--- src/rtl/audio_pkg.sv ---
// Shared audio definitions: default sample width and sample-feeder state encoding.
package audio_pkg;

    localparam int unsigned AUDIO_BPS = 24;

    localparam logic [1:0] FEED_IDLE  = 2'd0;
    localparam logic [1:0] FEED_PRIME = 2'd1;
    localparam logic [1:0] FEED_RUN   = 2'd2;
    localparam logic [1:0] FEED_STOP  = 2'd3;

    typedef enum logic [1:0] {
        StIdle  = FEED_IDLE,
        StPrime = FEED_PRIME,
        StRun   = FEED_RUN,
        StStop  = FEED_STOP
    } feed_state_e;

endpackage

--- src/rtl/i2s_sample_feeder_if.sv ---
// Producer write port and i2s sample port of the sample feeder.
interface i2s_sample_feeder_if #(
    parameter int unsigned BPS = audio_pkg::AUDIO_BPS
);
    logic           in_valid;
    logic [BPS-1:0] in_data;
    logic           out_wr_ready;
    logic           in_i2s_ready;
    logic [BPS-1:0] out_sample;
    logic           out_en;

    modport master (
        output in_valid, in_data, in_i2s_ready,
        input  out_wr_ready, out_sample, out_en
    );

    modport slave (
        input  in_valid, in_data, in_i2s_ready,
        output out_wr_ready, out_sample, out_en
    );
endinterface

--- src/rtl/sample_fifo.sv ---
// Single-clock sample FIFO; pointers and level are reset, storage is not.
module sample_fifo #(
    parameter int unsigned BPS   = 24,
    parameter int unsigned DEPTH = 16
) (
    input  logic                   clk_i,
    input  logic                   rst_ni,
    input  logic                   push_i,
    input  logic [BPS-1:0]         wdata_i,
    input  logic                   pop_i,
    output logic [BPS-1:0]         rdata_o,
    output logic [$clog2(DEPTH):0] level_o,
    output logic                   full_o,
    output logic                   empty_o
);
    localparam int unsigned PtrW = $clog2(DEPTH);
    localparam int unsigned LvlW = PtrW + 1;

    logic [BPS-1:0]  mem_q [DEPTH];
    logic [PtrW-1:0] wr_ptr_q, wr_ptr_d, rd_ptr_q, rd_ptr_d;
    logic [LvlW-1:0] level_q, level_d;
    logic            push_ok, pop_ok;

    assign full_o  = (level_q == LvlW'(DEPTH));
    assign empty_o = (level_q == '0);
    assign level_o = level_q;
    assign rdata_o = mem_q[rd_ptr_q];

    // Acceptance uses the pre-pop level: a push at full is refused even alongside a pop.
    assign push_ok = push_i & ~full_o;
    assign pop_ok  = pop_i & ~empty_o;

    always_comb begin
        wr_ptr_d = wr_ptr_q + PtrW'(push_ok);
        rd_ptr_d = rd_ptr_q + PtrW'(pop_ok);
        level_d  = level_q + LvlW'(push_ok) - LvlW'(pop_ok);
    end

    always_ff @(posedge clk_i or negedge rst_ni) begin
        if (!rst_ni) begin
            wr_ptr_q <= '0;
            rd_ptr_q <= '0;
            level_q  <= '0;
        end else begin
            wr_ptr_q <= wr_ptr_d;
            rd_ptr_q <= rd_ptr_d;
            level_q  <= level_d;
        end
    end

    always_ff @(posedge clk_i) begin
        if (push_ok) begin
            mem_q[wr_ptr_q] <= wdata_i;
        end
    end
endmodule

--- src/rtl/i2s_sample_feeder.sv ---
// Buffers producer samples and hands one to the i2s transmitter per request, flagging underruns.
module i2s_sample_feeder
    import audio_pkg::*;
#(
    parameter int unsigned BPS     = AUDIO_BPS,
    parameter int unsigned DEPTH   = 16,
    parameter int unsigned PREFILL = 8
) (
    input  logic                   in_clk,
    input  logic                   in_rst_n,
    input  logic                   in_run,
    i2s_sample_feeder_if.slave     bus,
    output logic [$clog2(DEPTH):0] out_level,
    output logic                   out_underrun,
    output logic [15:0]            out_underrun_cnt
);
    localparam int unsigned LvlW = $clog2(DEPTH) + 1;

    feed_state_e    state_q, state_d;
    logic           rdy_q, rdy_d, req_q, req_d;
    logic [BPS-1:0] sample_q, sample_d;
    logic           en_q, en_d;
    logic           underrun_q, underrun_d;
    logic [15:0]    ucnt_q, ucnt_d;
    logic           pop;
    logic [BPS-1:0] fifo_head;
    logic           fifo_full, fifo_empty;

    sample_fifo #(
        .BPS   (BPS),
        .DEPTH (DEPTH)
    ) u_fifo (
        .clk_i   (in_clk),
        .rst_ni  (in_rst_n),
        .push_i  (bus.in_valid),
        .wdata_i (bus.in_data),
        .pop_i   (pop),
        .rdata_o (fifo_head),
        .level_o (out_level),
        .full_o  (fifo_full),
        .empty_o (fifo_empty)
    );

    assign bus.out_wr_ready = ~fifo_full;
    assign bus.out_sample   = sample_q;
    assign bus.out_en       = en_q;
    assign out_underrun     = underrun_q;
    assign out_underrun_cnt = ucnt_q;

    always_comb begin
        rdy_d      = bus.in_i2s_ready;
        // Rising edge of i2s ready, registered so the sample lands 2 cycles after the rise.
        req_d      = bus.in_i2s_ready & ~rdy_q;
        state_d    = state_q;
        sample_d   = sample_q;
        en_d       = en_q;
        underrun_d = underrun_q;
        ucnt_d     = ucnt_q;
        pop        = 1'b0;

        unique case (state_q)
            StIdle: begin
                en_d = 1'b0;
                if (in_run && (out_level >= LvlW'(PREFILL))) begin
                    pop      = 1'b1;
                    sample_d = fifo_head;
                    state_d  = StPrime;
                end
            end
            StPrime: begin
                en_d    = 1'b1;
                state_d = StRun;
            end
            StRun: begin
                if (req_q) begin
                    if (!fifo_empty) begin
                        pop      = 1'b1;
                        sample_d = fifo_head;
                    end else begin
                        sample_d   = '0;
                        underrun_d = 1'b1;
                        if (ucnt_q != 16'hFFFF) begin
                            ucnt_d = ucnt_q + 16'd1;
                        end
                    end
                end
                if (!in_run) begin
                    en_d    = 1'b0;
                    state_d = StStop;
                end
            end
            StStop: begin
                en_d = 1'b0;
                if (req_q) begin
                    state_d = StIdle;
                end
            end
            default: state_d = StIdle;
        endcase
    end

    always_ff @(posedge in_clk or negedge in_rst_n) begin
        if (!in_rst_n) begin
            state_q    <= StIdle;
            rdy_q      <= 1'b1;
            req_q      <= 1'b0;
            sample_q   <= '0;
            en_q       <= 1'b0;
            underrun_q <= 1'b0;
            ucnt_q     <= '0;
        end else begin
            state_q    <= state_d;
            rdy_q      <= rdy_d;
            req_q      <= req_d;
            sample_q   <= sample_d;
            en_q       <= en_d;
            underrun_q <= underrun_d;
            ucnt_q     <= ucnt_d;
        end
    end
endmodule
--- src/flat_wrapper.sv ---
// flat-port wrapper written by rule: the top's interface ports become plain ports
module i2s_sample_feeder_flat import audio_pkg::*;
#(
    parameter int unsigned BPS     = AUDIO_BPS,
    parameter int unsigned DEPTH   = 16,
    parameter int unsigned PREFILL = 8
)
  (in_clk, in_rst_n, in_run, out_level, out_underrun, out_underrun_cnt, bus_in_valid, bus_in_data, bus_in_i2s_ready, bus_out_wr_ready, bus_out_sample, bus_out_en);
  i2s_sample_feeder_if #(.BPS(BPS)) bus_i ();
  input  logic in_clk;
  input  logic in_rst_n;
  input  logic in_run;
  output logic [$clog2(DEPTH):0] out_level;
  output logic out_underrun;
  output logic [15:0] out_underrun_cnt;
  input wire logic [$bits(bus_i.in_valid)-1:0] bus_in_valid;
  input wire logic [$bits(bus_i.in_data)-1:0] bus_in_data;
  input wire logic [$bits(bus_i.in_i2s_ready)-1:0] bus_in_i2s_ready;
  output wire logic [$bits(bus_i.out_wr_ready)-1:0] bus_out_wr_ready;
  output wire logic [$bits(bus_i.out_sample)-1:0] bus_out_sample;
  output wire logic [$bits(bus_i.out_en)-1:0] bus_out_en;
  assign bus_i.in_valid = bus_in_valid;
  assign bus_i.in_data = bus_in_data;
  assign bus_i.in_i2s_ready = bus_in_i2s_ready;
  assign bus_out_wr_ready = bus_i.out_wr_ready;
  assign bus_out_sample = bus_i.out_sample;
  assign bus_out_en = bus_i.out_en;
  i2s_sample_feeder #(.BPS(BPS), .DEPTH(DEPTH), .PREFILL(PREFILL)) u_core (.in_clk(in_clk), .in_rst_n(in_rst_n), .in_run(in_run), .bus(bus_i), .out_level(out_level), .out_underrun(out_underrun), .out_underrun_cnt(out_underrun_cnt));
endmodule
--- config.mk ---
export PLATFORM = sky130hd
export DESIGN_NAME = i2s_sample_feeder_flat
export DESIGN_NICKNAME = d
export VERILOG_FILES = /design/src/rtl/audio_pkg.sv /design/src/rtl/i2s_sample_feeder_if.sv /design/src/rtl/sample_fifo.sv /design/src/rtl/i2s_sample_feeder.sv /design/src/flat_wrapper.sv
export SDC_FILE = /design/constraint.sdc
export NUM_CORES = 1
export LEC_CHECK = 0
export CORE_MARGIN = 2
export CORE_UTILIZATION = 49
export DETAILED_ROUTE_END_ITERATION = 12
export PLACE_DENSITY_LB_ADDON = 0.1
export SLEW_MARGIN = 30
export SYNTH_ARGS = -nofsm -noshare
export SYNTH_HDL_FRONTEND = slang
export SYNTH_SLANG_ARGS = --single-unit
--- constraint.sdc ---
create_clock -name in_clk -period 5.75 [get_ports in_clk]
set_clock_uncertainty 0.2 [all_clocks]
set_input_delay 1.4375 -clock in_clk [delete_from_list [all_inputs] [get_ports in_clk]]
set_output_delay 1.4375 -clock in_clk [all_outputs]
set_load 0.005 [all_outputs]
==> metrics.cfg <==
[power_and_ir_drop]
peakVddDrop_v=0.0002971
power_leakage_nw=6.766
power.density_mw_per_mm2=492.2

[clock_network]
clkTransAtPathRegs_ns=0.06
clock-root-buffer=clkbuf_16
htreeDepth=2
cts_buffer_depth=3
clk_latency_ns=0.55
cts_resized=0
cts_num_sinks=443
cts_made_buffers=45
ctsHoldBuffers=0
cts_tree=done
postCtsSetupRepairBufs=0

[synth]
synth_seq_area_share_pct=76.04
yosysWarnings=0
syn-cell-area_mm2=0.01711
synth_cells=823
synth-edff-count=384
synth_cell_type_count=53
ys.flop_type=edfxtp_1
synthArstFlopShare_pct=13.32
synthMuxAreaShare_pct=12.97
synth-xor-area-share_pct=0.8703
synth-seq-cells=443
syn_nets=870
avgSynthCellArea_um2=20.79
synth_top_family_by_area=multiplexers
synth_fa_ha_area_share_pct=1.360
synth_compound_area_share_pct=4.337
synth_simple_gate_area_share_pct=2.940

[floorplanning]
fp-row-count=68
fp.coreArea_mm2=0.03446
pin_count=77
die_w_um=190.9
start_util_pct=49.65
design.die.area_mm2=0.03642
die_h_um=190.9

[final_layout]
final_core_util_pct=58.04
multiInputGateArea_mm2=0.003910
layout.nets=981
antenna_cells=0
fin_cells=1426
seq_area_mm2=0.01302
num-fill-cells=2509
synthToLayoutAreaGrowth_pct=16.89
drive_above_1_share_pct=23.79
mostFrequentLayoutCells=edfxtp_1, mux4_2, clkdlybuf4s50_1, dfrtp_1, a22oi_1
final_common_cell=edfxtp_1

[place]
routabilityCongestion=0.7912
dp_hpwl_mm=21.51
port_buffers=76
place_inst=1341

[routing]
wirelength_mm=36.68
drc=0
vias=8469
ant_nets=0
avgRoutedWirePerCell_um=25.72
initialDrtViolationCount=870
firstDrtPassIters=5
vias_per_cell=5.939

[setup_path]
r2r_end=u_core.u_fifo.level_o[4]$_DFF_PN0_
critPathSlowestCell=or4bb_2
worstReg2RegStart=u_core.u_fifo.level_o[2]$_DFF_PN0_
required_ns=4.11
cp-end-kind=output pin
ff2ff_setup_slack_ns=2.65
slowest_delay_ns=0.54
criticalPathCategory=reg2out
crit_end=bus_out_wr_ready
rr_worst_depth=13
crit_fanout=3
crit_arrival_ns=2.29
path_cells=inv_1 -> ha_1 -> or4bb_2 -> clkdlybuf4s50_1
crit_start=u_core.u_fifo.level_o[2]$_DFF_PN0_
cp-start-kind=flop

[timing]
min_period_ns=3.928
worstMarginPinSlew_ns=0.9899
maxSlewViolCount=0
fmax_mhz=254.6
setup_tns_ns=0
fin_crit_sh_pct=68.31
hold_viol=0
setup_viol=0
relSlewSlack_pct=34.01
rsz0062_at_grt=false

[status]
status=completed

[grt]
first_global_vias=8750
antenna_found_initial=0
grt.total_usage_pct=20.88
grt_max_degree=63
grt.overflow.total=0
grt_pass1_wl_mm=55.63

[min_path]
hp-class=reg2reg

[run]
max_cap_violations=0

==> cells by family (layout without fill, tap and decap cells) <==
family | count (synthesis) | count (layout)
buffers and inverters | 55 | 203
XOR/XNOR | 17 | 17
AND/OR/NAND/NOR | 93 | 93
adder cells (fa/ha/maj) | 18 | 18
AO/OA/AOI/OAI | 96 | 96
multiplexers | 101 | 101
flip-flops | 443 | 443
==> area by class of cell <==
cell class / count / area share (%)
clock buffers: 64 / 6.438
inverters: 14 / 0.2628
repair buffers: 105 / 4.943
clock inverters: 20 / 0.8697
multi-input cells: 325 / 19.55
flip-flops and latches: 443 / 65.09
well taps: 455 / 2.847
==> how the worst min path moves through the flow <==
stage | startpoint | to | slack (ns) | cells past startpoint
4_1_cts | u_core.out_underrun_cnt[6]$_DFFE_PN0P_ | u_core.out_underrun_cnt[6]$_DFFE_PN0P_ | 0.29 | 1
3_5_place_dp | u_core.out_underrun_cnt[6]$_DFFE_PN0P_ | u_core.out_underrun_cnt[6]$_DFFE_PN0P_ | 0.28 | 1
3_3_place_gp | u_core.out_underrun$_DFFE_PN0P_ | u_core.out_underrun$_DFFE_PN0P_ | 0.26 | 1
5_1_grt | u_core.rdy_q$_DFF_PN1_ | u_core.req_q$_DFF_PN0_ | 0.30 | 1
6_report | u_core.out_underrun_cnt[6]$_DFFE_PN0P_ | u_core.out_underrun_cnt[6]$_DFFE_PN0P_ | 0.29 | 1
2_1_floorplan | u_core.rdy_q$_DFF_PN1_ | u_core.req_q$_DFF_PN0_ | 0.26 | 1
==> sequential cells by signal, indices dropped and copies added, names as in the netlist, 2 cells and up <==
register,count
u_core.bus.out_sample,24
u_core.out_underrun_cnt,16
u_core.state_q,2
u_core.u_fifo.level_o,5
u_core.u_fifo.mem_q,384
u_core.u_fifo.rd_ptr_q,4
u_core.u_fifo.wr_ptr_q,4
==> power by group <==
part,total (mW),internal (mW),switching (mW)
Clock,2.83,1.65,1.18
Sequential,4.28,3.94,0.340
Combinational,2.73,1.34,1.39
Total,9.84,6.94,2.91
==> routing by layer <==
layer / track usage [%] / wire length [um] / vias up
met4: 5.218 / 688 / 0
met2: 34.17 / 18210 / 270
li1: - / - / 3617
met1: 29.72 / 15920 / 4531
met5: 0 / 0 / -
met3: 3.257 / 1862 / 51
==> synthesized netlist by cell type, drive strengths merged, types with 9 or more instances <==
library cell	count	area share (%)
clkbuf	25	0.55
mux4	96	13
ha	17	1.2
buf	16	0.63
a22oi	48	2.1
nor2	16	0.35
edfxtp	384	67
a22o	24	1.2
nand2	34	0.75
xnor2	9	0.46
inv	14	0.31
dfrtp	58	8.5
==> worst max-delay path: cells and delay by family, from the launching register on <==
kind	cells	cell delay [ns]
fa+ha+maj	1	0.20
buf+inv	2	0.59
flops	1	0.42
simple gates	1	0.54
==> per-stage QoR <==
step | total power, mW | worst slack, ns | hold slack, ns | instance area, um^2
after global placement | 7.050 | 1.783 | 0.2550 | 18510
after detailed placement | 7.113 | 1.789 | 0.2830 | 18510
after floorplan | 6.075 | 1.575 | 0.2637 | 17110
after global routing | 10.31 | 1.736 | 0.3038 | 20000
final | 9.843 | 1.822 | 0.2877 | 20000
after CTS | 9.950 | 1.778 | 0.2914 | 19980
Power figures use the tool's default switching activity.
